$ cat config.mk
export PLATFORM = sky130hd
export DESIGN_NAME = traffic_intersection_ctrl_flat
export DESIGN_NICKNAME = d
export VERILOG_FILES = /design/src/rtl/traffic_intersection_ctrl_pkg.sv /design/src/rtl/traffic_intersection_ctrl_if.sv /design/src/rtl/traffic_intersection_ctrl_phase_timer.sv /design/src/rtl/traffic_intersection_ctrl.sv /design/src/flat_wrapper.sv
export SDC_FILE = /design/constraint.sdc
export NUM_CORES = 1
export LEC_CHECK = 0
export ABC_CLOCK_PERIOD_IN_PS = 1730
export BUFFER_PORTS_ARGS = -buffer_cell sky130_fd_sc_hd__clkbuf_2
export CORE_AREA = 5 5 42 44
export CTS_CLUSTER_SIZE = 28
export DETAILED_ROUTE_END_ITERATION = 8
export DIE_AREA = 0 0 47 49
export GPL_TIMING_DRIVEN = 0
export PLACE_DENSITY_LB_ADDON = 0.25
export SKIP_CTS_REPAIR_TIMING = 1
export SYNTH_ARGS = -nofsm -noshare
export SYNTH_HDL_FRONTEND = slang
export SYNTH_SLANG_ARGS = --single-unit
$ cat constraint.sdc
create_clock -name clk -period 1.73 [get_ports clk]
set_input_delay 0.0865 -clock clk [delete_from_list [all_inputs] [get_ports clk]]
set_output_delay 0.0865 -clock clk [all_outputs]
set_load 0.05 [all_outputs]
$ cat src/rtl/traffic_intersection_ctrl_pkg.sv
// traffic_pkg: light codes, state encodings and timer width helper
// for the two-road intersection controller (TRAFFIC_PED_WALK_EN adds ped walk).
package traffic_pkg;

    localparam logic [2:0] RED_LIGHT    = 3'b100;
    localparam logic [2:0] YELLOW_LIGHT = 3'b010;
    localparam logic [2:0] GREEN_LIGHT  = 3'b001;

    typedef enum logic [2:0] {
        NS_GREEN  = 3'd0,
        NS_YELLOW = 3'd1,
        ALL_RED_A = 3'd2,
        EW_GREEN  = 3'd3,
        EW_YELLOW = 3'd4,
        ALL_RED_B = 3'd5
    } state_t;

    // Bits needed to hold (largest duration - 1), never less than one.
    function automatic int timer_width(input int a, input int b,
                                       input int c, input int d);
        int m;
        int w;
        m = a;
        if (b > m) m = b;
        if (c > m) m = c;
        if (d > m) m = d;
        w = $clog2(m);
        if (w < 1) w = 1;
        return w;
    endfunction

endpackage

$ cat src/rtl/traffic_intersection_ctrl_if.sv
// Sensor/light bundle between the intersection controller and its environment.
// TRAFFIC_PED_WALK_EN adds ped_req / ped_walk.
interface traffic_intersection_ctrl_if;

    logic       side_sensor;
    logic [2:0] ns_light;
    logic [2:0] ew_light;
    logic [2:0] phase;
    logic       side_pending;
`ifdef TRAFFIC_PED_WALK_EN
    logic       ped_req;
    logic       ped_walk;
`endif

`ifdef TRAFFIC_PED_WALK_EN
    modport slave (
        input  side_sensor, ped_req,
        output ns_light, ew_light, phase, side_pending, ped_walk
    );
    modport master (
        output side_sensor, ped_req,
        input  ns_light, ew_light, phase, side_pending, ped_walk
    );
`else
    modport slave (
        input  side_sensor,
        output ns_light, ew_light, phase, side_pending
    );
    modport master (
        output side_sensor,
        input  ns_light, ew_light, phase, side_pending
    );
`endif

endinterface

$ cat src/rtl/traffic_intersection_ctrl_phase_timer.sv
// phase_timer: loadable down-counter that saturates at zero.
// Shared by every phase of the intersection controller.
module phase_timer #(
    parameter int         W       = 3,
    parameter logic [W-1:0] RST_VAL = '0
) (
    input  logic         clk,
    input  logic         rst,
    input  logic         load,
    input  logic [W-1:0] load_val,
    output logic         zero
);

    logic [W-1:0] count;

    // Load on phase entry, otherwise count down and park at zero.
    always_ff @(posedge clk or posedge rst) begin
        if (rst) begin
            count <= RST_VAL;
        end else if (load) begin
            count <= load_val;
        end else if (count != '0) begin
            count <= count - 1'b1;
        end
    end

    assign zero = (count == '0);

endmodule

$ cat src/rtl/traffic_intersection_ctrl.sv
// Two-road intersection sequencer: NS rests green, latched EW demand diverts.
// Define TRAFFIC_PED_WALK_EN to add pedestrian request / walk signal.
module traffic_intersection_ctrl
    import traffic_pkg::*;
#(
    parameter int MIN_GREEN   = 8,
    parameter int SIDE_GREEN  = 6,
    parameter int YELLOW_CYC  = 3,
    parameter int ALL_RED_CYC = 2
) (
    input logic                        clk,
    input logic                        rst,
    traffic_intersection_ctrl_if.slave bus
);

    localparam int W = timer_width(MIN_GREEN, SIDE_GREEN,
                                   YELLOW_CYC, ALL_RED_CYC);

    localparam logic [W-1:0] MG_LD = W'(MIN_GREEN - 1);
    localparam logic [W-1:0] SG_LD = W'(SIDE_GREEN - 1);
    localparam logic [W-1:0] YL_LD = W'(YELLOW_CYC - 1);
    localparam logic [W-1:0] AR_LD = W'(ALL_RED_CYC - 1);

    state_t       state;
    state_t       next_state;
    logic         load;
    logic [W-1:0] load_val;
    logic         zero;
    logic         side_pend;
    logic         request;
    logic         enter_ew;
    logic         in_ew;

`ifdef TRAFFIC_PED_WALK_EN
    logic ped_pend;
    logic walk;
    assign request = side_pend | ped_pend;
`else
    assign request = side_pend;
`endif

    phase_timer #(
        .W       (W),
        .RST_VAL (AR_LD)
    ) u_timer (
        .clk      (clk),
        .rst      (rst),
        .load     (load),
        .load_val (load_val),
        .zero     (zero)
    );

    // State register; reset parks in the second all-red clearance.
    always_ff @(posedge clk or posedge rst) begin
        if (rst) begin
            state <= ALL_RED_B;
        end else begin
            state <= next_state;
        end
    end

    // Next-state selection and timer reload on every state change.
    always_comb begin
        next_state = state;
        load_val   = AR_LD;
        case (state)
            NS_GREEN:  if (zero && request) next_state = NS_YELLOW;
            NS_YELLOW: if (zero) next_state = ALL_RED_A;
            ALL_RED_A: if (zero) next_state = EW_GREEN;
            EW_GREEN:  if (zero) next_state = EW_YELLOW;
            EW_YELLOW: if (zero) next_state = ALL_RED_B;
            ALL_RED_B: if (zero) next_state = NS_GREEN;
            default:   next_state = ALL_RED_B;
        endcase
        case (next_state)
            NS_GREEN:  load_val = MG_LD;
            NS_YELLOW: load_val = YL_LD;
            ALL_RED_A: load_val = AR_LD;
            EW_GREEN:  load_val = SG_LD;
            EW_YELLOW: load_val = YL_LD;
            default:   load_val = AR_LD;
        endcase
        load = (next_state != state);
    end

    assign in_ew    = (state == EW_GREEN);
    assign enter_ew = (next_state == EW_GREEN) && !in_ew;

    // Side demand latch: clear on EW green entry wins over a new set.
    always_ff @(posedge clk or posedge rst) begin
        if (rst) begin
            side_pend <= 1'b0;
        end else if (enter_ew) begin
            side_pend <= 1'b0;
        end else if (bus.side_sensor && !in_ew) begin
            side_pend <= 1'b1;
        end
    end

`ifdef TRAFFIC_PED_WALK_EN
    // Pedestrian demand latch, same rules as the side demand.
    always_ff @(posedge clk or posedge rst) begin
        if (rst) begin
            ped_pend <= 1'b0;
        end else if (enter_ew) begin
            ped_pend <= 1'b0;
        end else if (bus.ped_req && !in_ew) begin
            ped_pend <= 1'b1;
        end
    end

    // Walk lamp follows EW green when a pedestrian asked for it.
    always_ff @(posedge clk or posedge rst) begin
        if (rst) begin
            walk <= 1'b0;
        end else if (enter_ew) begin
            walk <= ped_pend;
        end else if (in_ew && next_state != EW_GREEN) begin
            walk <= 1'b0;
        end
    end

    assign bus.ped_walk = walk;
`endif

    // Moore light decode; anything unknown shows red both ways.
    always_comb begin
        bus.ns_light = RED_LIGHT;
        bus.ew_light = RED_LIGHT;
        case (state)
            NS_GREEN:  bus.ns_light = GREEN_LIGHT;
            NS_YELLOW: bus.ns_light = YELLOW_LIGHT;
            EW_GREEN:  bus.ew_light = GREEN_LIGHT;
            EW_YELLOW: bus.ew_light = YELLOW_LIGHT;
            default: ;
        endcase
    end

    assign bus.phase        = state;
    assign bus.side_pending = side_pend;

endmodule
$ cat src/flat_wrapper.sv
// flat-port wrapper written by rule: the top's interface ports become plain ports
module traffic_intersection_ctrl_flat import traffic_pkg::*;
#(
    parameter int MIN_GREEN   = 8,
    parameter int SIDE_GREEN  = 6,
    parameter int YELLOW_CYC  = 3,
    parameter int ALL_RED_CYC = 2
)
  (clk, rst, bus_side_sensor, bus_ns_light, bus_ew_light, bus_phase, bus_side_pending);
  traffic_intersection_ctrl_if bus_i ();
  input logic clk;
  input logic rst;
  input wire logic [$bits(bus_i.side_sensor)-1:0] bus_side_sensor;
  output wire logic [$bits(bus_i.ns_light)-1:0] bus_ns_light;
  output wire logic [$bits(bus_i.ew_light)-1:0] bus_ew_light;
  output wire logic [$bits(bus_i.phase)-1:0] bus_phase;
  output wire logic [$bits(bus_i.side_pending)-1:0] bus_side_pending;
  assign bus_i.side_sensor = bus_side_sensor;
  assign bus_ns_light = bus_i.ns_light;
  assign bus_ew_light = bus_i.ew_light;
  assign bus_phase = bus_i.phase;
  assign bus_side_pending = bus_i.side_pending;
  traffic_intersection_ctrl #(.MIN_GREEN(MIN_GREEN), .SIDE_GREEN(SIDE_GREEN), .YELLOW_CYC(YELLOW_CYC), .ALL_RED_CYC(ALL_RED_CYC)) u_core (.clk(clk), .rst(rst), .bus(bus_i));
endmodule
Yosys cells after proc, flatten, opt, wreduce, memory -nomap -nowiden
Cells that the tools add are included.

Add/subtract/negate cells: 1. Eq/ne operators: 9. Muxes and demuxes: 14. Reduce and logical (&&, ||, !) cells: 11.

Operators by type and width (number): two-way mux 3 bit (8); one-hot mux 3 bit (6 select lines) (1); one-hot mux 3 bit (2 select lines) (2); == test 3 x 2 -> 1 bit (second input constant) (3); == test 3 bit (second input constant) (3); zero test 3 bit (3); one-hot mux 3 bit (3 select lines) (1); == test 3 x 1 -> 1 bit (second input constant) (2); nonzero test 2 bit (2); logical AND 1 bit (3); inequality test 3 bit (1); nonzero test 3 bit (1); subtractor 3 x 1 -> 3 bit (second input constant) (1); two-way mux 1 bit (2); OR reduction 2 bit (1); zero test 1 bit (1).

Register bits after elaboration: 7. Input bits: 3. Output and inout bits: 10. Logic and storage cells: 38.

Logic depth before layout (Yosys ltp)
Gate-level depths: netlist of the first run.

Depth after elaboration: 8. Depth in mapped cells: 5.

Modules after synthesis
A second synthesis of the first run with hierarchy kept.

Cells, all modules: 66. Area, all modules: 580.6 µm².

By module, submodules not included: traffic_intersection_ctrl (times used 1, cells each 44, area an instance 375.4 µm², seq. area each 102.6 µm²); phase_timer (times used 1, cells each 22, area an instance 205.2 µm², seq. area each 76.3 µm²).

Least setup slack after synthesis of the first run
No wires, ideal clock.

Path kind: register -> output. Start point: reg u_core.state[1], in the netlist u_core.bus.phase[1]. End point: out bus_ew_light[2]. Arrival time: 2.564 ns. Path slack: -0.920 ns. Cell stages (with the launch flop): 4. Buffers on the path: 1. Path through: dfrtp_1 > clkbuf_1 > nor3_1 > nor2_1.

Cells in the longest elaborated chain, start to end: 2. Elaborated cells on any way between the ends: 3.

RTL lines: from (decl) (RTL line traffic_intersection_ctrl.sv:24) `state_t state;`; from (signal assigned) (RTL line traffic_intersection_ctrl.sv:58) `state <= next_state;`; == test 3 bit or == test 3 x 2 -> 1 bit (tied branches) (RTL line traffic_intersection_ctrl.sv:130) `case (state)`; one-hot mux 3 bit (2 select lines) * (RTL line traffic_intersection_ctrl.sv:130); to (decl) (RTL line flat_wrapper.sv:15) `output wire logic [$bits(bus_i.ew_light)-1:0] bus_ew_light;`.

Mark *: on every way between the ends. The rest lies on a longest branch, timed or not.

Worst setup path in the final report of the first run
Start point: reg u_core.state[2], in the netlist u_core.bus.phase[2]. End point: out bus_ew_light[2].

The elaborated chain is that of the path after synthesis.

==> impl_metrics.csv, run 1 <==
group,metric,value,unit
logic_synthesis,muxShareOfSynthArea,4.462,%
layout,multi_input_area,257.7,um^2
logic_synthesis,syn_area_per_cell,8.667,um^2
setup_path,crit_fanout,9,
status,run_status,"finished, final reports clean",
sta,finalHoldViolCount,0,
setup_path,r2r-end,"u_core.bus.phase[0]",
detailed_routing,drt-initial-drc-count,12,
setup_path,slowest_delay,540,ps
sta,slew_violations,0,
setup_path,r2r_slack,180,ps
floorplan,coreArea,0.001401,mm^2
logic_synthesis,ys.flop_type,"dfrtp_1",
layout,seqCellArea,178.9,um^2
logic_synthesis,synthSimpleGateAreaFrac,22.31,%
layout,fin_nets,77,
setup_path,endpoint_kind,"primary output",
global_route,antenna_found_initial,0,
floorplan,fp.dieH,49,um
detailed_routing,via_per_inst,5.138,
sta,rsz0062_at_grt,"false",
layout,drive_above_1_share,36.62,%
sta,worst_pin_slew,281.6,ps
logic_synthesis,syn_area,476.7,um^2
min_path,min_from,"bus_side_sensor",
setup_path,reg2reg_from,"u_core.u_timer.count[0]",
placed_design,dpl.cell_count,83,
logic_synthesis,synth_adder_area_share,5.249,%
logic_synthesis,synth_warnings,0,
layout,areaGrowthSynthToFinish,27.82,%
min_path,hp-class,"in2reg",
global_route,grt_max_degree,11,
setup_path,crit_required,1640,ps
cts,cts_buffers,3,
detailed_routing,drcViolationCount,0,
floorplan,die_x,47,um
global_route,grt_pass1_vias,399,
detailed_routing,wl_per_cell,13.18,um
placed_design,port_buffers,12,
sta,max_freq,630.6,MHz
logic_synthesis,yosysSeqAreaShare,37.53,%
setup_path,critical_path.cell_chain,"buf_6, inv_2, and3_1, nor2_2, clkbuf_4",
detailed_routing,vias,447,
logic_synthesis,synth_cell_types,28,
detailed_routing,drtAntennaViolNets,0,
placed_design,place_hpwl,826.6,um
sta,setup_viol,0,
detailed_routing,wl,1147,um
min_path,hold_path_depth,3,
cts,cts_root_buffer,"clkbuf_4",
layout,stdcell_count,87,
setup_path,crit_slowest_cell,"dfstp_2",
logic_synthesis,syn_inst,55,
floorplan,die_area,0.002303,mm^2
sta,slew_headroom,81.21,%
cts,clock_sinks,7,
setup_path,cp_top_family,"flip-flops",
min_path,holdPathEnd,"u_core.bus.side_pending",
logic_synthesis,synth_edf_count,0,
logic_synthesis,synth_async_sr_flop_share,100.0,%
logic_synthesis,synth-seq-cells,7,
setup_path,worstPathArrival,1500,ps
run,cap_viol_max_count,0,
cts,clk_pin_slew,60,ps
detailed_routing,firstDrtPassIters,4,
global_route,track_usage,12.33,%
floorplan,io-pin-count,13,
layout,diodes,0,
setup_path,cp-start-kind,"flop",
cts,h-tree-depth,1,
logic_synthesis,syn_nets,60,
floorplan,num_rows,14,
cts,clock_path_buffers,2,
placed_design,gp_congestion,0.7528,
setup_path,r2r_cells,5,
global_route,grt_pass1_wl,1959,um
floorplan,initial_core_util,34.02,%
cts,cts_tree,"done",
logic_synthesis,synth_top_family_by_area,"simple AND/OR/NAND/NOR gates",
sta,fin_skew,2.736,ps
logic_synthesis,synth_compound_area_share,16.80,%
global_route,gr-total-overflow,0,
setup_path,crit_type,"reg2out",
logic_synthesis,synth_xor_area_share,1.837,%
layout,fillers,161,
setup_path,worstPathBufferInverterCount,3,
sta,layout_min_cycle_time,1586,ps
cts,clk_latency,260,ps
sta,fin_crit_sh,91.67,%
==> cell usage in the layout (no fill, tap or decap) <==
cell type	Yosys	final
nor2b_1	1	1
mux2_2	1	1
and4_1	1	1
dfrtp_1	4	4
nor2_1	8	6
a222oi_1	1	1
clkbuf_4	0	4
nor2_2	0	2
or2_1	1	1
or3_1	2	2
xor2_1	1	1
nand2_1	2	2
clkbuf_1	2	1
o21ai_0	2	2
clkbuf_2	0	12
a211oi_1	2	2
a211o_1	1	1
nor3_1	3	2
dfstp_2	3	3
inv_2	1	1
nand3b_1	1	1
and3_1	1	1
nor3_4	0	1
dlygate4sd3_1	0	1
o221ai_1	1	1
a21oi_1	1	1
buf_6	2	2
nand2b_1	1	1
ha_1	2	2
a31oi_1	2	2
a221o_1	1	1
mux2i_1	1	1
inv_1	6	6
==> worst reg2reg max path, cell delays in order (launching register included) <==
cell and delay, ps:
dfstp_2 540, inv_1 70, ha_1 240, nand2b_1 220
o21ai_0 120, a221o_1 290
==> layer usage <==
layer	global-route usage (%)	vias up	share of wire [%]
li1	-	222	-
met1	18.83	208	48
met2	13.35	14	45
met3	3.690	3	3.7
met4	9.677	0	2.6
met5	0	-	0
==> logic make-up after synthesis <==
group	count (synthesis)
AOI/OAI and AO/OA	11
DFF	7
and+or+nand+nor	21
muxes	2
buffers and inverters	11
xor gates and xnor gates	1
adders and majority gates	2
==> stage by stage <==
step	setup slack [ps]	hold slack (ps)	cell area, um^2	util [%]	setup TNS [ps]
6_report	144.1	79.21	609.3	43.48	0
3_3_place_gp	171.4	17.26	573.1	40.89	0
2_1_floorplan	-180.3	-112.3	493.0	-	-227.8
5_1_grt	22.74	72.38	609.3	43.48	0
4_1_cts	-113.9	-261.8	599.3	42.77	-293.0
3_5_place_dp	174.6	21.27	573.1	40.89	0
==> layout make-up <==
cell class,instances,area share [%]
Sequential cell,7,29.36
Clock buffer,4,4.312
Timing Repair Buffer,13,11.91
Inverter,7,4.312
Buffer,3,4.517
Multi-Input combinational cell,37,42.30
Tap cell,16,3.285
==> sequential cells by signal, indices dropped and copies added (netlist names) <==
| signal | flops |
|---|---|
| u_core.bus.phase | 3 |
| u_core.u_timer.count | 3 |
| u_core.bus.side_pending | 1 |
==> how the worst max path moves through the flow <==
stage          cells past startpoint           startpoint  slack (ps)                       to
6_report                           5  u_core.bus.phase[2]         140          bus_ew_light[2]
3_3_place_gp                       3  u_core.bus.phase[0]         170      u_core.bus.phase[2]
3_5_place_dp                       4  u_core.bus.phase[0]         170  u_core.u_timer.count[1]
4_1_cts                            4  u_core.bus.phase[0]        -110          bus_ns_light[1]
5_1_grt                            5  u_core.bus.phase[2]          20          bus_ew_light[2]
2_1_floorplan                      3  u_core.bus.phase[0]        -180          bus_ew_light[2]
==> synthesized netlist by cell type (2+ instances only) <==
| cell | count | share of area, % |
|---|---|---|
| a31oi_1 | 2 | 2.6 |
| nor2_1 | 8 | 6.3 |
| buf_6 | 2 | 4.7 |
| dfrtp_1 | 4 | 21 |
| nor3_1 | 3 | 3.1 |
| clkbuf_1 | 2 | 1.6 |
| o21ai_0 | 2 | 2.1 |
| a211oi_1 | 2 | 3.1 |
| or3_1 | 2 | 2.6 |
| inv_1 | 6 | 4.7 |
| ha_1 | 2 | 5.2 |
| dfstp_2 | 3 | 17 |
| nand2_1 | 2 | 1.6 |
Power of run 1 is left out: the tool's default activity adds up to more than one toggle a clock period on the data nets, which glitch-free logic cannot reach.
==> run 2, diff against run 1 <==
- PLACE_DENSITY_LB_ADDON: 0.25 -> not set
==> impl_metrics.csv, run 2 (synthesis gave the netlist of run 1 again) <==
group,metric,value,unit
status,run_status,"finished, final reports clean",
setup_path,cp-startpoint,"u_core.bus.phase[2]",
sta,whs,64.02,ps
sta,rsz0062_at_grt,"false",
global_route,grt_pass1_wl,1876,um
setup_path,endpoint_kind,"primary output",
layout,areaGrowthSynthToFinish,27.30,%
layout,layout.cells.most_common_list,"13 x clkbuf_2, 6 x nor2_1, 6 x inv_1, 4 x dfrtp_1",
setup_path,crit_required,1640,ps
run,cap_viol_max_count,0,
layout,fin_area,606.8,um^2
floorplan,initial_core_util,34.02,%
detailed_routing,wl_per_cell,12.68,um
sta,finalHoldViolCount,0,
placed_design,dp_slack,113.7,ps
global_route,antenna_found_initial,0,
global_route,track_usage,11.89,%
sta,fin_crit_sh,94.31,%
floorplan,die_x,47,um
floorplan,fp.dieH,49,um
detailed_routing,vias,447,
detailed_routing,firstDrtPassIters,4,
layout,diodes,0,
sta,worst_pin_slew,298.3,ps
global_route,gr-total-overflow,0,
setup_path,reg2reg_from,"u_core.u_timer.count[0]",
detailed_routing,drtAntennaViolNets,0,
global_route,grt_max_degree,11,
sta,layout_min_cycle_time,1632,ps
placed_design,port_buffers,12,
detailed_routing,via_per_inst,5.138,
min_path,hp-class,"in2reg",
cts,clk_pin_slew,60,ps
setup_path,cp-start-kind,"flop",
cts,h-tree-depth,1,
setup_path,worstPathArrival,1550,ps
sta,slew_headroom,80.09,%
cts,cts_root_buffer,"clkbuf_4",
cts,clock_sinks,7,
detailed_routing,drcViolationCount,0,
layout,final_common_cell,"clkbuf_2",
setup_path,crit_type,"reg2out",
cts,clk_latency,260,ps
layout,multi_input_area,257.7,um^2
global_route,grt_pass1_vias,406,
layout,drive_above_1_share,36.62,%
placed_design,placed_area,573.1,um^2
floorplan,coreArea,0.001401,mm^2
sta,max_freq,612.9,MHz
sta,fin_skew,3.031,ps
cts,cts_tree,"done",
setup_path,crit_fanout,9,
detailed_routing,wl,1103,um
min_path,min_from,"bus_side_sensor",
cts,clock_path_buffers,2,
floorplan,io-pin-count,13,
floorplan,num_rows,14,
placed_design,place_hpwl,794.8,um
layout,seqCellArea,178.9,um^2
layout,fin_nets,77,
layout,fillers,154,
sta,slew_violations,0,
placed_design,gp_congestion,0.7335,
sta,setup_viol,0,
floorplan,die_area,0.002303,mm^2
sta,finalWorstSetupSlack,98.36,ps
cts,cts_buffers,3,
detailed_routing,drt-initial-drc-count,11,
-- run 2: cell types whose count changed in the layout (fill, tap and decap cells not counted) --
cell and change:
clkbuf_2 +1, clkbuf_4 -1
-- run 2: per-layer routing --
metal / vias up / part of all wire [%] / GRT usage (%)
met1: 207 / 45 / 15.18
met5: - / 0 / 0
met2: 14 / 46 / 15.61
met3: 4 / 6.3 / 5.904
li1: 222 / - / -
met4: 0 / 2.4 / 6.912
-- run 2: cell type report --
type	count	area share, %
buffer	3	4.536
timing repair buffer	13	11.55
tap	16	3.299
clock buffer	4	4.330
inverter	7	4.330
multi-input combinational	37	42.47
sequential	7	29.48
-- run 2: worst max-delay path: stages (launching register included) --
cell and delay (ps):
dfstp_2 540, buf_6 130, inv_2 80, and3_1 200, nor2_2 70, clkbuf_2 270
-- run 2: worst paths after layout --
check / end / slack, ps / depth (start not counted)
setup / recovery: bus_ew_light[2] / 100 / 5
hold / removal: u_core.bus.side_pending / 60 / 3
setup reg to reg: u_core.bus.phase[0] / 190 / 5
hold reg to reg: u_core.u_timer.count[2] / 520 / 1
max in group asynchronous: u_core.u_timer.count[0] / 1150 / 3
min in group asynchronous: u_core.bus.phase[1] / 300 / 3
-- run 2: stage by stage --
| step | setup TNS [ps] | utilization (%) | cells |
|---|---|---|---|
| 2_1_floorplan | -227.8 | - | 55 |
| 3_3_place_gp | 0 | 40.89 | 83 |
| 3_5_place_dp | 0 | 40.89 | 83 |
| 4_1_cts | -422.9 | 42.77 | 87 |
| 5_1_grt | 0 | 43.30 | 87 |
| 6_report | 0 | 43.30 | 87 |
Power of run 2 is left out for the same reason.
